`src/rtl/counter_pkg.sv`:
```
// Shared encodings and helpers for the modulo counter family.
//   MODE_WRAP / MODE_SAT : boundary behaviour select
//   DIR_DOWN / DIR_UP    : count direction select
//   clamp_to_max         : limit a value to modulus-1 (17-bit, covers WIDTH up to 16)
package counter_pkg;

    localparam logic MODE_WRAP = 1'b0;
    localparam logic MODE_SAT  = 1'b1;

    localparam logic DIR_DOWN  = 1'b0;
    localparam logic DIR_UP    = 1'b1;

    localparam int unsigned CALC_W = 17;

    // Values at or above the modulus collapse onto the top of the range.
    function automatic logic [CALC_W-1:0] clamp_to_max(input logic [CALC_W-1:0] value,
                                                      input logic [CALC_W-1:0] modulus);
        return (value >= modulus) ? (modulus - CALC_W'(1)) : value;
    endfunction

endpackage

```
`src/rtl/mod_counter_next.sv`:
```
// Combinational next-count and wrap detection for mod_counter.
//   Out      : current count
//   In       : parallel load value (clamped to MAX)
//   Load     : load has priority over Count
//   Count    : step enable
//   Up       : direction (DIR_UP / DIR_DOWN)
//   Mode     : boundary behaviour (MODE_WRAP / MODE_SAT)
//   next_out : count value for the next edge (reset excluded)
//   wrap     : a wrap happens on the next edge
module mod_counter_next
    import counter_pkg::*;
#(
    parameter int unsigned WIDTH   = 4,
    parameter int unsigned MODULUS = 16
) (
    input  logic [WIDTH-1:0] Out,
    input  logic [WIDTH-1:0] In,
    input  logic             Load,
    input  logic             Count,
    input  logic             Up,
    input  logic             Mode,
    output logic [WIDTH-1:0] next_out,
    output logic             wrap
);

    localparam int unsigned XW = WIDTH + 1;
    localparam logic [XW-1:0] MAX = XW'(MODULUS - 1);

    logic [XW-1:0] cur;
    logic [XW-1:0] load_val;
    logic [XW-1:0] nxt;

    assign cur      = {1'b0, Out};
    assign load_val = XW'(clamp_to_max(CALC_W'(In), CALC_W'(MODULUS)));

    // Extra headroom bit keeps MAX+1 comparisons exact when MODULUS = 2**WIDTH.
    always_comb begin
        nxt  = cur;
        wrap = 1'b0;
        if (Load) begin
            nxt = load_val;
        end else if (Count) begin
            if (Up == DIR_UP) begin
                if (cur < MAX) begin
                    nxt = cur + XW'(1);
                end else if (Mode == MODE_WRAP) begin
                    nxt  = '0;
                    wrap = 1'b1;
                end
            end else begin
                if (cur != '0) begin
                    nxt = cur - XW'(1);
                end else if (Mode == MODE_WRAP) begin
                    nxt  = MAX;
                    wrap = 1'b1;
                end
            end
        end
    end

    assign next_out = WIDTH'(nxt);

endmodule

```
`src/rtl/mod_counter.sv`:
```
// Parametrised modulo counter with load, up/down, wrap/saturate and cascade carry.
//   Clock     : rising-edge clock
//   Reset     : synchronous active-high reset
//   In/Load   : parallel load (clamped to MAX)
//   Count     : count enable
//   Up        : direction, Mode : wrap (0) / saturate (1)
//   Out       : registered count
//   TermCount : combinational carry/borrow for the next stage's Count
//   WrapPulse : registered one-cycle pulse after a wrap
//   AtLimit   : registered, Out at the boundary of the sampled direction
module mod_counter
    import counter_pkg::*;
#(
    parameter int unsigned WIDTH       = 4,
    parameter int unsigned MODULUS     = 16,
    parameter int unsigned RESET_VALUE = 0
) (
    input  logic             Clock,
    input  logic             Reset,
    input  logic [WIDTH-1:0] In,
    input  logic             Load,
    input  logic             Count,
    input  logic             Up,
    input  logic             Mode,
    output logic [WIDTH-1:0] Out,
    output logic             TermCount,
    output logic             WrapPulse,
    output logic             AtLimit
);

    localparam logic [WIDTH-1:0] MAX     = WIDTH'(MODULUS - 1);
    localparam logic [WIDTH-1:0] RST_VAL = WIDTH'(RESET_VALUE);

    logic [WIDTH-1:0] next_out;
    logic [WIDTH-1:0] d_out;
    logic             wrap;

    mod_counter_next #(
        .WIDTH   (WIDTH),
        .MODULUS (MODULUS)
    ) u_next (
        .Out      (Out),
        .In       (In),
        .Load     (Load),
        .Count    (Count),
        .Up       (Up),
        .Mode     (Mode),
        .next_out (next_out),
        .wrap     (wrap)
    );

    assign d_out = Reset ? RST_VAL : next_out;

    // AtLimit looks at the value being written so it lines up with Out.
    always_ff @(posedge Clock) begin
        Out       <= d_out;
        WrapPulse <= wrap & ~Reset;
        AtLimit   <= (Up == DIR_UP) ? (d_out == MAX) : (d_out == '0);
    end

    assign TermCount = Count & ~Load & ~Reset &
                       ((Up == DIR_UP) ? (Out == MAX) : (Out == '0));

endmodule
```
`config.mk`:
```
export PLATFORM = sky130hd
export DESIGN_NAME = mod_counter
export DESIGN_NICKNAME = d
export VERILOG_FILES = /design/src/rtl/counter_pkg.sv /design/src/rtl/mod_counter_next.sv /design/src/rtl/mod_counter.sv
export SDC_FILE = /design/constraint.sdc
export NUM_CORES = 1
export LEC_CHECK = 0
export CELL_PAD_IN_SITES_DETAIL_PLACEMENT = 2
export CELL_PAD_IN_SITES_GLOBAL_PLACEMENT = 2
export CORE_MARGIN = 5
export CORE_UTILIZATION = 25
export CTS_CLUSTER_DIAMETER = 30
export DETAILED_ROUTE_END_ITERATION = 6
export GPL_ROUTABILITY_DRIVEN = 0
export GPL_TIMING_DRIVEN = 0
export HOLD_SLACK_MARGIN = 0.1
export PLACE_DENSITY = 0.75
export REMOVE_ABC_BUFFERS = 1
export SLEW_MARGIN = 20
export SYNTH_ARGS = -nofsm -noshare
export SYNTH_HDL_FRONTEND = slang
export SYNTH_SLANG_ARGS = --single-unit
```
`constraint.sdc`:
```
create_clock -name Clock -period 3 [get_ports Clock]
set_input_delay 0.3 -clock Clock [delete_from_list [all_inputs] [get_ports Clock]]
set_output_delay 0.3 -clock Clock [all_outputs]
set_load 0.01 [all_outputs]
```
# == Word-level counts from Yosys, hierarchy flattened ==
# Index checks and enable logic that the tools add are counted.
# op_classes
n_bitwise,6
n_eq_ne,2
reduce_logical,3
mux,16
addsub,2
n_lt_le_gt_ge,1
# op_table
op,n
4-bit 2-to-1 mux,8
4-bit equality test (second input constant),2
4-bit zero test,2
1-bit 2-to-1 mux,8
5-bit nonzero test,1
4-bit by 1-bit adder with 4-bit output (second input constant),1
1-bit AND,4
4-bit less-than comparator (second input constant),1
4-bit by 1-bit subtractor with 4-bit output (second input constant),1
1-bit inverter,2
# totals
reg_bits,6
output_inout_bits,7
inputBits,10
wordCells,33

# == Longest topological paths before layout ==
# logic_depth
ltp_word,8
ltp_mapped,8
depth_no_buf,8

# == Modules after synthesis ==
# A second synthesis with hierarchy kept.
# unflattened
hier_cells,81
area_unflattened_um2,621.8
# modules_own_cells
module,instances,area_each_um2,cells_each
mod_counter_next,1,414.1,61
mod_counter,1,207.7,20

# == Least setup slack after synthesis ==
# No wires, ideal clock.
# synth_path
kind,register -> register
start,register Out[1]
end,register AtLimit
stages_incl_launch_ff,9
path_slack_ns,1.039
t_arrival_ns,1.889
required_ns,2.928
synth_period_minus_slack_ns,1.961
n_path_buf,0
cell_sequence,dfxtp_1 -> inv_1 -> ha_1 -> nor2b_1 -> o21ai_0 -> a32oi_1 -> o21a_1 -> or4_1 -> mux2i_1
# synth_via
elab_chain_cells,8
elab_cells_between_ends,15
classes_between,2 x add/sub; 1 x order compare; 1 x eq/ne; 9 x mux; 2 x reduce/logical
# synth_rtl
item,line_no,text
"start, declared",mod_counter.sv:25,"output logic [WIDTH-1:0] Out,"
"start signal, assigned",mod_counter.sv:56,Out <= d_out;
4-bit by 1-bit subtractor with 4-bit output (tied with other cells),mod_counter_next.sv:52,nxt = cur - XW'(1);
"4-bit 2-to-1 mux, on equally long branches","mod_counter_next.sv:51, mod_counter_next.sv:44",
4-bit 2-to-1 mux (*),mod_counter_next.sv:43,if (Up == DIR_UP) begin
4-bit 2-to-1 mux (*),mod_counter_next.sv:42,end else if (Count) begin
4-bit 2-to-1 mux (*),mod_counter_next.sv:40,if (Load) begin
4-bit 2-to-1 mux (*),mod_counter.sv:52,assign d_out = Reset ? RST_VAL : next_out;
via d_out[3],mod_counter.sv:35,logic [WIDTH-1:0] d_out;
4-bit equality test or 4-bit zero test (tied branches),mod_counter.sv:58,AtLimit <= (Up == DIR_UP) ? (d_out == MAX) : (d_out == '0);
1-bit 2-to-1 mux (*),mod_counter.sv:58,
"end signal, assigned",mod_counter.sv:58,
"end, declared",mod_counter.sv:28,output logic AtLimit
# Mark *: on every way through the listed nets, which the timed path passes. The rest lies on a longest branch.

# == Worst setup path after layout ==
# layout_path
start,register Out[1]
end,output TermCount
# layout_via
elab_chain_cells,3
elab_cells_between_ends,4
classes_between,1 x eq/ne; 1 x mux; 1 x bitwise; 1 x reduce/logical
# layout_rtl
item,line_no,text
4-bit equality test or 4-bit zero test (tied branches),mod_counter.sv:62,((Up == DIR_UP) ? (Out == MAX) : (Out == '0));
1-bit 2-to-1 mux (*),mod_counter.sv:62,
1-bit AND (*),mod_counter.sv:61,assign TermCount = Count & ~Load & ~Reset &
"end, declared",mod_counter.sv:26,"output logic TermCount,"
# Mark *: on every way between the ends. The rest lies on a longest branch, timed or not.

==> run metrics <==
initial antenna violation count=0; area of the die=approximately 3000 sq um; number of nets at the end of the flow=94; H-tree Lvls=1; hold slack=0.728 ns; initial core utilization=between 20% and 30%; proportion of register bits with asynchronous set or reset after synthesis=0%; power consumption=0.258 mW; cts-stage hold buffer count=0; vias in the first global route=approximately 570; endpoint required time on the critical path=around 2.7 ns; Adder-Cell Fraction of Synth Area=under 10%; most instantiated flip-flop cell in the synthesis netlist=sky130_fd_sc_hd__dfxtp_1; DR iter-0 viols=6; Detailed Route WL=1710 microns; count of placed standard cells including taps=about 100; number of unique standard cell types used by synthesis=33; final routed DRC violation total=0; share of the cycle needed by the critical path after routing=between 80% and 90%; shortest period the worst path allows=2.57 ns; actual slew at the worst max-slew pin=0.415 ns; fill cell count=230; largest net degree at the start of global routing=13; clock tree from TritonCTS=yes; latest clock arrival within the worst-skew pair=around 0.24 ns; type of the tightest min-delay check=primary input to register; ratio of cells with drive above 1 in the final layout=6.25%; remaining max-slew budget at the tightest pin=about 72%; Synth warnings=0; Reg2Reg Setup Slack=approximately 0.67 ns; global route overflow=0; routed length per placed instance=16.0 microns; width of the chip=~55 microns; via count normalized by instance count=approximately 5.4; total track usage=a little over an eighth; worst-case clock buffer depth=2; final instance area=707 sq um; status=complete, no violations; RSZ-0062 raised after global routing=false; HPWL Detailed=about 1400 microns; Detailed Routing Iterations Pass 1=4; number of standard cells in the layout, taps in and fillers out=107; Diodes inserted=0; sinks on the clock net=6; total number of vias=a little under 600; multiplexer area fraction after synthesis=slightly below 2%; worst clock skew=0.00459 ns; largest vdd supply drop=between 0.3 and 0.4 mV; launching element type of the critical path=register; number of CTS-inserted buffers=3; Pins Over Slew Limit=0; highest clock frequency the design can meet=389 MHz; setup total negative slack=0 ns; Routed Antenna Nets=0; number of storage elements in the synthesis netlist=6; fraction of the mapped netlist area in compound gates=a little under a third; count of flip-flops with a built-in enable after synthesis=0; xor-xnor portion of the synthesized cell area=0%; critical path data arrival time=2.27 ns; Worst Path Class, Setup=register to output port; instance area at placement=around 700 sq um; element type at the critical path end=output port; Synth Area in Simple Gates=between 30% and 40%; maxcap violations=0; cell area after technology mapping=507 sq um; Area growth, synth to finish=39.5%; final count of negative-setup-slack endpoints=0; Std-Cell Rows=16; Avg Cell Area, Syn=~8 sq um; buffers inserted by post-CTS timing repair=0; Buffers on Ports=16; Core Area=1940 sq um; P per Cell Area=about 360 nW/um^2; Static Leak=about 0.26 nW; Post-Syn Instances=64; overall die height=about 55 microns; Seq/Total Area, Yosys=23.7%; clock root buffer=sky130_fd_sc_hd__clkbuf_4; number of resized instances in the post-cts repair step=0; first-pass GRT wire length=between 2000 and 3000 microns; dominant combinational cell family by area after synthesis=compound AO/OA/AOI/OAI gates; number of top-level design ports=17; clk slew on worst S/H paths=roughly 0.04 ns; largest fanout on the critical path=9; hold violation count in the final report=0
## critical path, stage by stage (launching register included)
cell                              delay (ns)
sky130_fd_sc_hd__dfxtp_1                0.52
sky130_fd_sc_hd__ha_1                   0.35
sky130_fd_sc_hd__nand4_1                0.18
sky130_fd_sc_hd__a211oi_1               0.37
sky130_fd_sc_hd__clkdlybuf4s50_1        0.61
## cell usage in the layout (no fill, tap or decap), drive strengths merged
| master | instances |
|---|---|
| nor2b | 4 |
| inv | 6 |
| a311oi | 1 |
| and3 | 1 |
| nand2b | 2 |
| a32o | 2 |
| or3 | 1 |
| or4 | 1 |
| and4 | 2 |
| nor3 | 3 |
| a2111o | 1 |
| clkbuf | 3 |
| a21oi | 3 |
| a211oi | 1 |
| nand3b | 1 |
| nand3 | 1 |
| a32oi | 2 |
| ha | 2 |
| and2 | 1 |
| and4b | 1 |
| nor2 | 3 |
| o21ai | 2 |
| a31oi | 2 |
| o211ai | 2 |
| o21a | 1 |
| nand4 | 2 |
| o311ai | 1 |
| nand2 | 3 |
| o2111ai | 2 |
| mux2i | 1 |
| dfxtp | 6 |
| clkdlybuf4s50 | 16 |
## cell families after synthesis
logic type | after synthesis
compound gates | 20
fa+ha+maj | 2
buf+inv | 9
flops | 6
mux | 1
simple gates | 26
## path summary, 6_finish.rpt
path                  start               to  cells past startpoint
max reg2reg  Out[1]$_DFF_P_  AtLimit$_DFF_P_                      7
max          Out[1]$_DFF_P_        TermCount                      4
min                   In[2]   Out[2]$_DFF_P_                      2
min reg2reg  Out[0]$_DFF_P_   Out[0]$_DFF_P_                      2
## area by class of cell
type                    count  area [sq um]  area share (%)
clock buffers               3          22.5            3.19
inverters                   6          22.5            3.19
multi-input cells          49           348            49.2
flip-flops and latches      6           120            17.0
well taps                  27          33.8            4.78
repair buffers             16           160            22.7
## sequential cells by signal, summed over array words and instances, names as in the netlist
signal,flops
WrapPulse,1
AtLimit,1
Out,4
## per-layer routing
layer	track usage, %	vias to the layer above	share of wire (%)
met2	22.2	13	48
met3	5.36	0	4.7
li1	-	283	-
met4	1.21	0	0
met5	0	-	0
met1	17.6	285	47
## report_power, final
part	switching (mW)	internal, mW
clock	0.0266	0.0451
sequential	0.0128	0.0863
combinational	0.0429	0.0440
## through the flow
step,worst slack (ns),util [%]
after floorplan,1.04,-
after global placement,0.503,35.2
after detailed placement,0.513,35.2
after CTS,0.386,36.4
after global routing,0.207,36.4
final,0.428,36.4
## cells in the mapped netlist, types with 2 or more instances
cell                        number  area share (%)
sky130_fd_sc_hd__nand4_1         2             2.5
sky130_fd_sc_hd__a21oi_1         3             3.0
sky130_fd_sc_hd__dfxtp_1         6              24
sky130_fd_sc_hd__a32oi_1         2             3.5
sky130_fd_sc_hd__o2111ai_1       2             3.5
sky130_fd_sc_hd__ha_1            2             4.9
sky130_fd_sc_hd__and4_1          2             3.5
sky130_fd_sc_hd__nand2_1         3             2.2
sky130_fd_sc_hd__nor3_1          3             3.0
sky130_fd_sc_hd__o211ai_1        2             3.0
sky130_fd_sc_hd__nor2_1          3             2.2
sky130_fd_sc_hd__a32o_1          2             4.0
sky130_fd_sc_hd__nand2b_1        2             2.5
sky130_fd_sc_hd__o21ai_0         2             2.0
sky130_fd_sc_hd__nor2b_1         4             4.9
sky130_fd_sc_hd__a31oi_1         2             2.5
sky130_fd_sc_hd__inv_1           6             4.4
No activity file was read; power rests on OpenSTA's default activity.
